$ cat src/rtl/sd_adder_chunk_sequencer.sv
// sd_adder_chunk_sequencer
//   Runs one CHUNK_DIGITS-wide radix-2 signed-digit (borrow-save) adder over NUM_CHUNKS
//   chunks of wide operands. Chunks are processed least-significant first, one per cycle.
//   The chunk carry-out is registered and becomes the next chunk's carry-in.
//
// Optional feature macro: SDSEQ_ACC_EN
//   When it is defined, accepting an op with i_acc=1 loads operand B from the current
//   sum registers. When it is undefined, i_acc is ignored.
//
// Ports
//   i_clk, i_rst_n          clock, asynchronous active-low reset
//   i_in_valid / o_in_ready operand handshake; ready only while idle
//   i_a_p, i_a_n            operand A digits (value = p - n per digit)
//   i_b_p, i_b_n            operand B digits
//   i_cin                   carry into chunk 0
//   i_acc                   accumulate select (SDSEQ_ACC_EN builds only)
//   o_out_valid/i_out_ready result handshake; result held while valid
//   o_sum_p, o_sum_n        result digits
//   o_cout                  carry out of the top chunk
//   o_busy                  high while running or holding a result
module sd_adder_chunk_sequencer #(
  parameter int unsigned CHUNK_DIGITS = 8,
  parameter int unsigned NUM_CHUNKS   = 4,
  parameter int unsigned CNT_W        = 2
) (
  input  logic                               i_clk,
  input  logic                               i_rst_n,
  input  logic                               i_in_valid,
  output logic                               o_in_ready,
  input  logic [CHUNK_DIGITS*NUM_CHUNKS-1:0] i_a_p,
  input  logic [CHUNK_DIGITS*NUM_CHUNKS-1:0] i_a_n,
  input  logic [CHUNK_DIGITS*NUM_CHUNKS-1:0] i_b_p,
  input  logic [CHUNK_DIGITS*NUM_CHUNKS-1:0] i_b_n,
  input  logic                               i_cin,
  input  logic                               i_acc,
  output logic                               o_out_valid,
  input  logic                               i_out_ready,
  output logic [CHUNK_DIGITS*NUM_CHUNKS-1:0] o_sum_p,
  output logic [CHUNK_DIGITS*NUM_CHUNKS-1:0] o_sum_n,
  output logic                               o_cout,
  output logic                               o_busy
);

  localparam int unsigned TOTAL = CHUNK_DIGITS * NUM_CHUNKS;
  localparam logic [CNT_W-1:0] LAST_IDX = CNT_W'(NUM_CHUNKS - 1);

  typedef enum logic [1:0] {StIdle, StRun, StDone} state_e;

  state_e             r_state;
  logic [CNT_W-1:0]   r_idx;
  logic               r_carry;
  logic               r_in_ready;
  logic               r_out_valid;
  logic               r_busy;
  logic               r_cout;
  logic [TOTAL-1:0]   r_a_p, r_a_n, r_b_p, r_b_n;
  logic [TOTAL-1:0]   r_sum_p, r_sum_n;

  logic [31:0]             w_base;
  logic [CHUNK_DIGITS-1:0] w_ap, w_an, w_bp, w_bn;
  logic [CHUNK_DIGITS-1:0] w_h, w_t, w_hin, w_s, w_g;
  logic [CHUNK_DIGITS-1:0] w_dout_p, w_dout_n;
  logic                    w_cout;

  // ---------------------------------------------------------------------------
  // Chunk adder (carry-free, two full-adder levels)
  // ---------------------------------------------------------------------------
  assign w_base = 32'(r_idx) * CHUNK_DIGITS;
  assign w_ap   = r_a_p[w_base +: CHUNK_DIGITS];
  assign w_an   = r_a_n[w_base +: CHUNK_DIGITS];
  assign w_bp   = r_b_p[w_base +: CHUNK_DIGITS];
  assign w_bn   = r_b_n[w_base +: CHUNK_DIGITS];

  // Level 1: a_p + b_p - a_n = 2*h - t per digit.
  assign w_h = (w_ap & w_bp) | (w_ap & ~w_an) | (w_bp & ~w_an);
  assign w_t = w_ap ^ w_bp ^ w_an;

  // Level 2: h(i-1) - t - b_n = s - 2*g per digit; chunk carry-in enters as h(-1).
  assign w_hin = (w_h << 1) | CHUNK_DIGITS'(r_carry);
  assign w_s   = w_hin ^ w_t ^ w_bn;
  assign w_g   = (~w_hin & w_t) | (~w_hin & w_bn) | (w_t & w_bn);

  // Digit i is (s(i), g(i-1)); the negative slot of digit 0 is always empty.
  assign w_dout_p = w_s;
  assign w_dout_n = w_g << 1;

  // The top transfer is h - g. With a non-negative chunk sum it is 0 or 1, and h=g=1
  // cancels, so a single positive carry bit is exact.
  assign w_cout = w_h[CHUNK_DIGITS-1] & ~w_g[CHUNK_DIGITS-1];

`ifndef SDSEQ_ACC_EN
  logic w_unused_acc;
  assign w_unused_acc = i_acc;
`endif

  // ---------------------------------------------------------------------------
  // Sequencer FSM
  // ---------------------------------------------------------------------------
  always_ff @(posedge i_clk or negedge i_rst_n) begin
    if (!i_rst_n) begin
      r_state     <= StIdle;
      r_idx       <= '0;
      r_carry     <= 1'b0;
      r_in_ready  <= 1'b1;
      r_out_valid <= 1'b0;
      r_busy      <= 1'b0;
      r_cout      <= 1'b0;
      r_a_p       <= '0;
      r_a_n       <= '0;
      r_b_p       <= '0;
      r_b_n       <= '0;
      r_sum_p     <= '0;
      r_sum_n     <= '0;
    end else begin
      unique case (r_state)
        StIdle: begin
          if (i_in_valid && r_in_ready) begin
            r_a_p <= i_a_p;
            r_a_n <= i_a_n;
`ifdef SDSEQ_ACC_EN
            if (i_acc) begin
              r_b_p <= r_sum_p;
              r_b_n <= r_sum_n;
            end else begin
              r_b_p <= i_b_p;
              r_b_n <= i_b_n;
            end
`else
            r_b_p <= i_b_p;
            r_b_n <= i_b_n;
`endif
            r_carry    <= i_cin;
            r_idx      <= '0;
            r_state    <= StRun;
            r_in_ready <= 1'b0;
            r_busy     <= 1'b1;
          end
        end
        StRun: begin
          r_sum_p[w_base +: CHUNK_DIGITS] <= w_dout_p;
          r_sum_n[w_base +: CHUNK_DIGITS] <= w_dout_n;
          r_carry                         <= w_cout;
          // The index holds on the last chunk, so it never leaves 0..NUM_CHUNKS-1.
          if (r_idx == LAST_IDX) begin
            r_cout      <= w_cout;
            r_state     <= StDone;
            r_out_valid <= 1'b1;
          end else begin
            r_idx <= r_idx + CNT_W'(1);
          end
        end
        StDone: begin
          if (i_out_ready) begin
            r_state     <= StIdle;
            r_out_valid <= 1'b0;
            r_busy      <= 1'b0;
            r_in_ready  <= 1'b1;
          end
        end
        default: begin
          r_state     <= StIdle;
          r_out_valid <= 1'b0;
          r_busy      <= 1'b0;
          r_in_ready  <= 1'b1;
        end
      endcase
    end
  end

  assign o_in_ready  = r_in_ready;
  assign o_out_valid = r_out_valid;
  assign o_busy      = r_busy;
  assign o_sum_p     = r_sum_p;
  assign o_sum_n     = r_sum_n;
  assign o_cout      = r_cout;

endmodule
$ cat config.mk
export PLATFORM = sky130hd
export DESIGN_NAME = sd_adder_chunk_sequencer
export DESIGN_NICKNAME = d
export VERILOG_FILES = /design/src/rtl/sd_adder_chunk_sequencer.sv
export SDC_FILE = /design/constraint.sdc
export NUM_CORES = 1
export LEC_CHECK = 0
export BUFFER_PORTS_ARGS = -buffer_cell sky130_fd_sc_hd__buf_2
export CORE_MARGIN = 2
export CORE_UTILIZATION = 44
export DETAILED_ROUTE_END_ITERATION = 10
export HOLD_SLACK_MARGIN = 0.05
export PLACE_DENSITY = 0.67
export SYNTH_ARGS = -nofsm -noshare
export SYNTH_HDL_FRONTEND = slang
export SYNTH_SLANG_ARGS = --single-unit
$ cat constraint.sdc
create_clock -name i_clk -period 3.5 [get_ports i_clk]
set_input_delay 0.7 -clock i_clk [delete_from_list [all_inputs] [get_ports i_clk]]
set_output_delay 0.7 -clock i_clk [all_outputs]
set_load 0.005 [all_outputs]
After elaboration in Yosys (flattened, before gate mapping)
Cells that the tools add are included.

Logic and storage cells: 79. Output and inout bits: 68. Bits in registers: 201. Input port bits: 134.

$add $sub $neg: 2. Eq/ne operators: 7. Bitwise gates (word level): 21. Shifts and indexed selects: 7. Reduce and logical (&&, ||, !) cells: 10. Multiplexer cells: 19.

Operator list (number): indexed part select 32 x 6 -> 8 bit (4); indexed part select 8 x 34 -> 32 bit (2); bitwise mux 32 bit (2); AND 8 bit (6); negator 5 -> 34 bit (1); variable shift 8 x 34 -> 32 bit (first input constant) (1); OR 8 bit (4); bitwise XOR 8 bit (4); inverter 8 bit (2); AND reduction 3 bit (4); 2-to-1 mux 2 bit (5); one-hot mux 1 bit (3 select lines) (3); inequality test 2 bit (second input constant) (4); OR 8 x 1 -> 8 bit (1); 2-to-1 mux 1 bit (6); one-hot mux 2 bit (3 select lines) (1); AND reduction 2 bit (3); == test 2 bit (second input constant) (2); one-hot mux 2 bit (2 select lines) (1); inverter 1 bit (3); adder 2 x 1 -> 2 bit (second input constant) (1); == test 2 x 1 -> 1 bit (second input constant) (1); zero test 2 bit (1); one-hot mux 1 bit (2 select lines) (1); other kinds (3) (3).

Depth between registers and ports, before layout
Depth in word-level cells: 13. Depth in mapped cells: 10. Mapped depth without buffers: 8.

Least setup slack after synthesis
Ideal clock, no wire load.

Kind: register to register. From: reg r_idx[0]. To: reg r_sum_p[13] (netlist: o_sum_p[13]). Setup slack: 0.698 ns. Library setup time: 0.121 ns. Data required time: 3.379 ns. Period minus slack after synthesis: 2.802 ns. Stages on the path, launching flop included: 9. Data arrival time: 2.681 ns. Buffers on the path: 2. Path through: dfrtp_1 > buf_2 > buf_2 > mux4_2 > inv_1 > fa_1 > inv_1 > fa_1 > a22o_1.

Word-level cells in the longest chain between the ends: 10. Elaborated cells between the ends (all ways): 19. Those cells by class: add/sub: 1; shift: 6; mux: 1; bitwise: 11.

RTL lines: start, declared (RTL line 50) `logic [CNT_W-1:0] r_idx;`; start signal, assigned (RTL line 149) `r_idx <= r_idx + CNT_W'(1);`; indexed part select 32 x 6 -> 8 bit (RTL line 70) `assign w_an = r_a_n[w_base +: CHUNK_DIGITS];`; inverter 8 bit (RTL line 75) `assign w_h = (w_ap & w_bp) | (w_ap & ~w_an) | (w_bp & ~w_an);`; AND 8 bit (RTL line 75); OR 8 bit (2 in series) (RTL line 75); OR 8 x 1 -> 8 bit (RTL line 79) `assign w_hin = (w_h << 1) | CHUNK_DIGITS'(r_carry);`; bitwise XOR 8 bit (2 in series) (RTL line 80) `assign w_s = w_hin ^ w_t ^ w_bn;`; indexed part select 8 x 34 -> 32 bit (RTL line 140) `r_sum_p[w_base +: CHUNK_DIGITS] <= w_dout_p;`; bitwise mux 32 bit * (RTL line 140); end signal, assigned by index (RTL line 140); end, declared (RTL line 57) `logic [TOTAL-1:0] r_sum_p, r_sum_n;`.

Mark *: on every way between the ends. The rest lies on a longest branch, timed or not. A chain may end at the register's enable or synchronous reset.

Worst setup path after layout
From: reg r_idx[0]. To: reg r_sum_p[10] (netlist: o_sum_p[10]).

The elaborated chain is that of the path after synthesis.

==> results.toml <==
[place]
post_dp_cell_area_um2 = 10200
dp_hpwl_mm = 15.03
port_buffers = 196
gp_congestion = 0.7813

[die]
start_util_pct = 44.80
dieArea_um2 = 21770
core.rowCount = 52
die_width_um = 147.5
ios = 202
core_um2 = 20230
die_y_um = 147.5

[cts]
cts_tree = "built"
cts_resized = 0
root_buffer = "clkbuf_16"
cts.path.max_buffers = 2
cts_max_level = 4
clk_pin_slew_ps = 80
post_cts_buffers = 0
numCtsBuffers = 17
cts.sinks = 197
clkLatencyLatePin_ps = 430
ctsHoldBuffers = 0

[sta]
skew_ps = 11.49
finalCritPeriodShare_pct = 84.91
fmax_mhz = 336.5
finalHoldViolCount = 0
worst_pin_slew_ps = 847.1
whs_ps = 343.0
setup_violations = 0
fin_crit_ps = 2972
grt_setup_unrepaired = "false"
slew_headroom_pct = 43.53
final_max_slew_viol_count = 0
fin_tns_setup_ps = 0

[critical_path]
path_cells = "buf_4 -> mux4_2 -> inv_1 -> fa_1 -> fa_1 -> a22o_1"
worstPathMaxFanout = 13
cp.arrival_ps = 3280
slowest_stage = "dfrtp_2"
cp-start-kind = "flip-flop"
cp.required_ps = 3810
crit_top_cell = "fa_1"
end_kind = "flip-flop"
cpPeakStageDelay_ps = 670
criticalPathCategory = "reg2reg"

[cells_and_area]
area_growth_syn_to_layout_pct = 19.19
multiInputGateArea_um2 = 3690
fin_util_pct = 53.39
fillers = 1646
fin_nets = 894
drive_above_1_share_pct = 54.13
seqCellArea_um2 = 4933
postLayoutCellArea_um2 = 10800

[routing]
viasPerCell = 5.183
firstDrtPassIters = 4
drtIter0Drc = 187
routed_wl_mm = 20.70
post-route-drc-count = 0
ant_nets = 0
num_vias = 5307
wl_per_cell_um = 20.22

[global_routing]
grt_overflow = 0
antenna_found_initial = 5
first_global_vias = 5654
grt_max_degree = 107
track_usage_pct = 19.77
grt_pass1_wl_mm = 32.71

[worst_hold_path]
worstHoldPathType = "in2async"

[synth]
synthCells = 546
synth-seq-cells = 197
netlist_area_um2 = 9065
avgSynthCellArea_um2 = 16.60
ys_seq_area_share_pct = 54.40
ys.flop_type = "dfrtp_1"
ys_async_sr_fraction_pct = 100.0
synth_edf_count = 0
synthTopCellsByCount = "196 x dfrtp_1, 90 x mux2_4, 40 x mux2_2"
ys_top_cells_by_area = "dfrtp_1 54%, mux2_4 15%, mux4_2 8.0%"
yosysTopAreaCell = "dfrtp_1"
synth.most_common_cell = "dfrtp_1"
yosys_warnings = 0
ys_types = 35
synth_top_cell_area_share_pct = 54.11

[power]
power_leakage_uw = 0.005287
ir_drop_mv = 0.5065
pwr_density_cell_nw_per_um2 = 1025
p_total_uw = 11070

[run]
max-cap-violations = 0

[status]
outcome = "finished, final reports clean"
==> area by class of cell <==
class	count	area share, %
antenna	4	0.09265
inverter	30	1.042
timing repair buffer	207	10.39
sequential	197	45.66
clock inverter	12	1.343
clock buffer	19	4.192
tap	270	3.127
multi-input combinational	285	34.15
==> stage by stage <==
stage          setup slack [ps]  instances
2_1_floorplan             698.1        549
3_3_place_gp              505.8        989
3_5_place_dp              466.4        989
4_1_cts                   435.8       1020
5_1_grt                   343.0       1021
6_report                  528.2       1024
==> path summary, 6_finish.rpt <==
check                                    to  cells after the start  startpoint  slack (ps)
min in group i_clk                   o_busy                      1      o_busy         490
worst max-delay path            o_sum_p[10]                      6    r_idx[0]         530
max in group asynchronous        o_in_ready                      2     i_rst_n        2270
worst max register to register  o_sum_p[10]                      6    r_idx[0]         530
worst min-delay path               r_b_n[8]                      1     i_rst_n         340
worst min register to register       o_busy                      1      o_busy         490
==> power breakdown <==
group / internal, uW / switching, uW / total, uW / leakage, uW
combinational: 2630 / 2570 / 5200 / 0.00243
clock: 1100 / 884 / 1980 / 0.000280
sequential: 3230 / 656 / 3880 / 0.00258
==> cell families after synthesis <==
kind of cell    synth area share [%]
compound gates                 6.391
fa+ha+maj                      4.362
buf+inv                        5.190
flops                          54.40
mux                            27.94
other cells                  0.04137
simple gates                   1.684
==> worst max-delay path, delay by kind of cell, from the launching register on <==
kind                     cells  cell delay, ps
flip-flops                   1             670
adder cells (fa/ha/maj)      2            1000
multiplexers                 1             540
AO/OA/AOI/OAI                1             240
buffers and inverters        2             410
==> layer usage <==
| metal | GRT usage, % | vias to the layer above | part of all wire (%) |
|---|---|---|---|
| li1 | - | 2384 | - |
| met1 | 26.86 | 2698 | 44 |
| met2 | 30.63 | 200 | 47 |
| met3 | 6.698 | 21 | 7.5 |
| met4 | 5.481 | 4 | 1.5 |
| met5 | 0 | - | 0.12 |
==> cells in the final DEF (no fill, tap or decap), types with 5 or more instances in the layout <==
master	Yosys	final
buf_2	9	195
dfrtp_1	196	194
mux2_4	90	90
mux2_2	40	40
mux4_2	32	32
o2bb2ai_1	32	32
inv_1	30	30
a22o_1	28	28
clkbuf_16	0	17
fa_1	16	16
nand2_1	9	9
buf_4	10	7
ha_1	6	6
nor2_1	5	5
==> sequential cells by signal, summed over array words and instances (netlist names), 2 cells and up <==
register,cells
r_idx,2
r_state,2
r_b_p,32
r_a_p,32
o_sum_n,28
r_a_n,32
r_b_n,32
o_sum_p,32
No activity file was read; power rests on OpenSTA's default activity.
